**src/rtl/cpu_pkg.sv**
```systemverilog
// Shared constants for the datapath: default data width and demux select encodings.
package cpu_pkg;

    localparam int unsigned DATA_W = 32;

    localparam logic SEL_A = 1'b0;
    localparam logic SEL_B = 1'b1;

endpackage

```
**src/rtl/demux32_1_2_buf_fifo.sv**
```systemverilog
// sync_fifo_buf: small synchronous FIFO with registered storage, separate occupancy
// counter (so full/empty never alias) and no fall-through or full-pass-through.
module sync_fifo_buf #(
    parameter int unsigned WIDTH = cpu_pkg::DATA_W,
    parameter int unsigned DEPTH = 2
) (
    input  logic                     clk,
    input  logic                     rst_n,
    input  logic                     push,
    input  logic [WIDTH-1:0]         wdata,
    input  logic                     pop,
    output logic [WIDTH-1:0]         rdata,
    output logic                     full,
    output logic                     empty,
    output logic [$clog2(DEPTH):0]   count
);

    localparam int unsigned PTR_W = $clog2(DEPTH);
    localparam int unsigned CNT_W = PTR_W + 1;

    logic [WIDTH-1:0] r_mem [DEPTH];
    logic [PTR_W-1:0] r_wptr;
    logic [PTR_W-1:0] r_rptr;
    logic [CNT_W-1:0] r_count;

    logic w_push;
    logic w_pop;

    // Guard the handshakes locally so a push into a full or pop from an empty FIFO is a no-op.
    always_comb begin
        w_push = push && !full;
        w_pop  = pop  && !empty;
    end

    // Storage, pointers and occupancy; reset clears everything including the storage.
    always_ff @(posedge clk) begin
        if (!rst_n) begin
            for (int i = 0; i < int'(DEPTH); i++) begin
                r_mem[i] <= '0;
            end
            r_wptr  <= '0;
            r_rptr  <= '0;
            r_count <= '0;
        end else begin
            if (w_push) begin
                r_mem[r_wptr] <= wdata;
                r_wptr        <= r_wptr + PTR_W'(1);
            end
            if (w_pop) begin
                r_rptr <= r_rptr + PTR_W'(1);
            end
            case ({w_push, w_pop})
                2'b10:   r_count <= r_count + CNT_W'(1);
                2'b01:   r_count <= r_count - CNT_W'(1);
                default: r_count <= r_count;
            endcase
        end
    end

    // Status and head-of-queue view, all derived from registered state.
    always_comb begin
        full  = (r_count == CNT_W'(DEPTH));
        empty = (r_count == '0);
        rdata = r_mem[r_rptr];
        count = r_count;
    end

endmodule

```
**src/rtl/demux32_1_2_buf.sv**
```systemverilog
// demux32_1_2_buf: steers each input word to FIFO A (sel=0) or FIFO B (sel=1);
// each consumer drains its own FIFO so one stall does not block the other port.
module demux32_1_2_buf
    import cpu_pkg::*;
#(
    parameter int unsigned WIDTH = DATA_W,
    parameter int unsigned DEPTH = 2
) (
    input  logic                     clk,
    input  logic                     rst_n,
    input  logic [WIDTH-1:0]         in_data,
    input  logic                     in_sel,
    input  logic                     in_valid,
    output logic                     in_ready,
    output logic [WIDTH-1:0]         a_data,
    output logic                     a_valid,
    input  logic                     a_ready,
    output logic [WIDTH-1:0]         b_data,
    output logic                     b_valid,
    input  logic                     b_ready,
    output logic [$clog2(DEPTH):0]   a_count,
    output logic [$clog2(DEPTH):0]   b_count
);

    logic w_full_a;
    logic w_full_b;
    logic w_empty_a;
    logic w_empty_b;
    logic w_push_a;
    logic w_push_b;

    // Ready depends only on the selected FIFO's fullness, never on in_valid.
    always_comb begin
        in_ready = (in_sel == SEL_B) ? !w_full_b : !w_full_a;
        w_push_a = in_valid && in_ready && (in_sel == SEL_A);
        w_push_b = in_valid && in_ready && (in_sel == SEL_B);
        a_valid  = !w_empty_a;
        b_valid  = !w_empty_b;
    end

    sync_fifo_buf #(
        .WIDTH (WIDTH),
        .DEPTH (DEPTH)
    ) u_fifo_a (
        .clk   (clk),
        .rst_n (rst_n),
        .push  (w_push_a),
        .wdata (in_data),
        .pop   (a_ready),
        .rdata (a_data),
        .full  (w_full_a),
        .empty (w_empty_a),
        .count (a_count)
    );

    sync_fifo_buf #(
        .WIDTH (WIDTH),
        .DEPTH (DEPTH)
    ) u_fifo_b (
        .clk   (clk),
        .rst_n (rst_n),
        .push  (w_push_b),
        .wdata (in_data),
        .pop   (b_ready),
        .rdata (b_data),
        .full  (w_full_b),
        .empty (w_empty_b),
        .count (b_count)
    );

endmodule

```
**config.mk**
```make
export PLATFORM = sky130hd
export DESIGN_NAME = demux32_1_2_buf
export DESIGN_NICKNAME = d
export VERILOG_FILES = /design/src/rtl/cpu_pkg.sv /design/src/rtl/demux32_1_2_buf_fifo.sv /design/src/rtl/demux32_1_2_buf.sv
export SDC_FILE = /design/constraint.sdc
export NUM_CORES = 1
export LEC_CHECK = 0
export CORE_UTILIZATION = 40
export DETAILED_ROUTE_END_ITERATION = 16
export PLACE_DENSITY = 0.74
export SYNTH_ARGS = -nofsm -noshare
export SYNTH_HDL_FRONTEND = slang
export SYNTH_HIERARCHICAL = 1
export SYNTH_SLANG_ARGS = --single-unit
```
**constraint.sdc**
```tcl
create_clock -name clk -period 3.9 [get_ports clk]
set_input_delay 0.78 -clock clk [delete_from_list [all_inputs] [get_ports clk]]
set_output_delay 0.78 -clock clk [all_outputs]
set_load 0.01 [all_outputs]
```
### Yosys cells after proc, flatten, opt, wreduce, memory -nomap -nowiden

Memories as Yosys holds them, arrays and structs flattened. A register that Yosys moved wholly into a read port is not among the register bits.
Index checks and enable logic that the tools add are counted.

| operators by class | value |
|---|---|
| eq/ne operators | 6 |
| multiplexer cells | 20 |
| bitwise logic cells | 1 |
| $add $sub $neg | 8 |
| reductions and logical operators | 17 |

Operators by type and width:

| operator | number |
|---|---|
| $mux 32 | 2 |
| $reduce_or 32->1 | 2 |
| $mux 1 | 16 |
| $eq 2x2->1 const B | 4 |
| $pmux 2 s2 | 2 |
| $logic_and 1x1->1 | 7 |
| $add 1x1->1 const B | 4 |
| $add 2x1->2 const B | 2 |
| $eq 2x1->1 const B | 2 |
| $logic_not 1->1 | 4 |
| $logic_not 2->1 | 2 |
| $reduce_bool 2->1 | 2 |
| $sub 2x1->2 const B | 2 |
| $not 1->1 | 1 |

| storage, ports and cells | value |
|---|---|
| bits in writable memories | 128 |
| register bits | 8 |
| output and inout bits | 71 |
| memories | 2 |

Memories:

| name | depth | bits a word | rd ports | clocked after Yosys merged registers in | wr ports | line | RTL |
|---|---|---|---|---|---|---|---|
| u_fifo_a.r_mem | 2 | 32 | 1 | 1 | 2 | demux32_1_2_buf_fifo.sv:21 | `logic [WIDTH-1:0] r_mem [DEPTH];` |
| u_fifo_b.r_mem | 2 | 32 | 1 | 1 | 2 | demux32_1_2_buf_fifo.sv:21 |  |

### Depth between registers and ports, before layout

| logic depth | value |
|---|---|
| word-level depth | 11 |
| depth in mapped cells | 8 |

### Modules after synthesis

The synthesis kept the hierarchy.

Modules (own cells, without submodules):

| module | cells an instance | times used | seq. area each (µm²) | area an instance (µm²) |
|---|---|---|---|---|
| sync_fifo_buf | 234 | 2 | 2021.9 | 2972.9 |
| demux32_1_2_buf | 5 | 1 | 0.0 | 33.8 |

### Worst setup path after synthesis

Ideal clock, no wire load.

| timing path | value |
|---|---|
| path kind | in2reg |
| start point | input in_sel |
| end point | memory u_fifo_a/r_mem[0][0] in the netlist's numbering, enable pin |
| cell stages on the path | 6 |
| data required time | 3511 ps |
| setup time | 389 ps |
| data arrival time | 2443 ps |
| slack | 1068 ps |
| cells stage by stage | nor3b_1 -> inv_1 -> or3_1 -> buf_6 -> buf_6 -> nand2_1 |

RTL lines:

| what | line | RTL |
|---|---|---|
| from (decl) | demux32_1_2_buf.sv:12 | `input logic in_sel,` |
| to (decl) | demux32_1_2_buf_fifo.sv:21 |  |

### Worst setup path after layout

| timing path | value |
|---|---|
| start point | input in_sel |
| end point | output in_ready |

| between the ends | value |
|---|---|
| cells in the longest elaborated chain, start to end | 1 |

Ends and longest elaborated chain:

| what | line | RTL |
|---|---|---|
| $mux 1 | demux32_1_2_buf.sv:34 | `in_ready = (in_sel == SEL_B) ? !w_full_b : !w_full_a;` |
| to (decl) | demux32_1_2_buf.sv:14 | `output logic in_ready,` |

Every way passes these cells.

==> metrics.md <==
| Metric | Value |
|---|---|
| Outcome | `finished clean` |
| Cells along the critical path | `clkdlybuf4s50_1 -> mux2i_1 -> clkdlybuf4s50_1` |
| DIE HEIGHT | `124 um` |
| Startpoint type of the worst setup path | `input port` |
| Number of synthesized register bits | `138` |
| Max-slew headroom | `58.7%` |
| Vias after detailed routing | `3960` |
| Highest cell delay on the worst timing path | `550 ps` |
| Leakage power total | `2.86 nW` |
| Proportion of netlist area held by the largest area contributor | `64.3%` |
| Total length of routed wires | `13300 um` |
| Final-report setup violation count | `0` |
| Number of flops mapped to enable cells by yosys | `128` |
| Via/cell ratio | `5.08` |
| Leftover overflow at the end of global routing | `0` |
| Post-Synthesis Mean Instance Area | `12.6 um^2` |
| Clk Latency, worst-skew pair | `420 ps` |
| Relative area change from synthesis to final layout | `29.7%` |
| Wire length per cell | `17.1 um` |
| Max Cap Viol | `0` |
| Library cell used as clock root buffer | `clkbuf_16` |
| Overall Global Routing Usage | `18.0%` |
| Port Buffers | `108` |
| Synthesized Nets | `513` |
| Number of buffers inserted by post-CTS setup repair | `0` |
| Post-cts resize count | `0` |
| Via count of the first global-routing pass | `4088` |
| Netlist cell types | `24` |
| Final Cycle Share | `72.0%` |
| Total clock buffers created by CTS | `17` |
| Effective utilization at floorplan | `41.1%` |
| RSZ-0062 raised after global routing | `false` |
| Setup Total Neg Slack | `0 ps` |
| Clock transition at the registers of the reported paths | `50 ps` |
| DRC viols | `0` |
| Dominant register cell in the synthesized netlist | `edfxtp_1` |
| Setup skew after layout | `7.72 ps` |
| Seq/Total Area, Yosys | `67.6%` |
| Number of placement rows | `44` |
| Stages on the worst setup path | `3` |
| HPWL after detailed placement | `8980 um` |
| Post-layout total power | `4.62 mW` |
| Ports placed on the boundary | `109` |
| Clock tree from TritonCTS | `done` |
| End-of-flow core utilization | `53.3%` |
| Worst reg2reg startpoint | `u_fifo_a/count[0]` |
| Number of buffer and inverter instances along the worst setup path | `2` |
| Number of antenna violations at the first check in global routing | `0` |
| R2R cell count | `7` |
| Cell with the largest stage delay on the worst path | `clkdlybuf4s50_1` |
| Number of stages on the worst hold path | `2` |
| Crit path arrival time | `2030 ps` |
| Syn. warnings | `6` |
| Category of cells accounting for the largest share of critical-path delay | `buffers and inverters` |
| Final net count | `623` |
| Routability-driven placement congestion ratio | `0.825` |
| Detailed Route Iter0 Violations | `270` |
| Filler-free cell count of the finished design | `780` |
| Class of the worst hold path | `register to register` |
| Critical setup path kind | `input port to primary output` |
| Die Span X | `124 um` |
| Cell type contributing the most total cell area after synthesis | `edfxtp_1` |
| Worst vdd ir | `0.355 mV` |
| Endpoint type of the worst setup path | `primary output` |
| Number of clock sinks | `138` |
| Core area | `14500 um^2` |
| Crit path required time | `3120 ps` |
| Min Clock Period, post-route | `2810 ps` |
| Ant diodes | `0` |
| CTS hold repair buffers | `0` |
| Hold Vio Cnt, Final | `0` |
| CP dominant cell by count | `clkdlybuf4s50_1` |
| Crit path max fanout | `3` |
| Maximum number of pins on one net before global-route repair | `45` |
| Maximum clock rate | `356 MHz` |
| Die Outline Area | `15400 um^2` |
| Power density normalized to cell area | `596 nW/um^2` |
| Placed cell count | `748` |
| Fillers | `1235` |
| Maximum level of the CTS H-tree | `4` |
| Commonest cells in the synthesized netlist | `edfxtp_1, nor2_1, nand2_1` |
| Post-DRT Antenna Nets | `0` |
| Global-route wire length before repair | `20800 um` |
| Launch point of the worst hold path | `u_fifo_a/r_wptr` |
| Origin of the worst setup path | `in_sel` |
| Fraction of layout cells with a size suffix above 1 | `17.8%` |
| Drt first pass iters | `5` |
| Clk buf depth | `2` |
| Post-synth ARST share | `0%` |
| Leading cell types by total area after synthesis | `edfxtp_1, mux2_2, nor2_1, nand2_1, dfxtp_1` |
| Cells after Synth | `473` |
| Transition time at the pin with the least slew margin | `619 ps` |
| Final Max Slew Viols | `0` |
| Post-Synthesis Cell Area | `5980 um^2` |
layout by cell type (no fill, tap or decap), types with 6 or more instances in the layout:
cell and instances:
nor2_1 128, edfxtp_1 128, clkdlybuf4s50_1 107, nand2_1 70, mux2_2 64, clkbuf_16 17
buf_4 11, dfxtp_1 10, clkbuf_1 8, xnor2_1 6
through the flow:
step	hold WS (ps)	area, um^2	setup WS (ps)
final	521	7750	1090
after global routing	561	7750	1020
after CTS	510	7750	1080
after detailed placement	503	7230	864
after global placement	476	7230	905
after floorplan	466	5980	1070
kinds of logic (layout without fill, tap and decap cells):
logic type                 after synthesis  after routing  share of synthesized area (%)
AOI/OAI and AO/OA                       10             10                           1.09
xor gates and xnor gates                 6              6                          0.879
adders and majority gates                2              2                          0.418
buffers and inverters                   36            159                           3.39
DFF                                    138            138                           67.6
muxes                                   65             65                           12.2
and+or+nand+nor                        216            216                           14.4
metal layers:
layer	track usage [%]	wire length, um	up-vias
li1	-	-	1838
met1	21.2	5420	1915
met2	30.5	6690	181
met3	4.90	919	26
met4	8.22	295	0
met5	0	0	-
worst min-delay path, stage by stage (launching register included):
cell and delay [ps]:
dfxtp_1 310, o21ai_0 70, a21boi_0 90
flip-flops by register name (all words and copies together), names as in the netlist, named ones only:
register         flops
u_fifo_a/count       2
u_fifo_b/r_wptr      1
u_fifo_b/count       2
u_fifo_b/r_rptr      1
u_fifo_a/r_rptr      1
u_fifo_b/r_mem      64
u_fifo_a/r_wptr      1
u_fifo_a/r_mem      64
final cells by class:
class	instances	area (um^2)	share of cell area (%)
clock buffers	29	510	6.58
clock inverters	3	15.0	0.194
inverters	6	22.5	0.290
multi-input cells	299	1730	22.3
flip-flops and latches	138	4040	52.2
well taps	184	230	2.97
repair buffers	121	1200	15.5
power breakdown:
part | internal [mW] | leakage, nW | switching [mW]
Clock | 0.877 | 0.259 | 0.545
Sequential | 1.81 | 1.42 | 0.0653
Combinational | 0.716 | 1.17 | 0.609
path summary, 6_finish.rpt:
kind,slack [ps],end
setup / recovery,1090,in_ready
hold / removal,520,u_fifo_a/r_wptr
setup reg to reg,1400,u_fifo_a/r_mem[0][23]
hold reg to reg,520,u_fifo_a/r_wptr
Note: power is estimated with default switching activity, not from simulation.
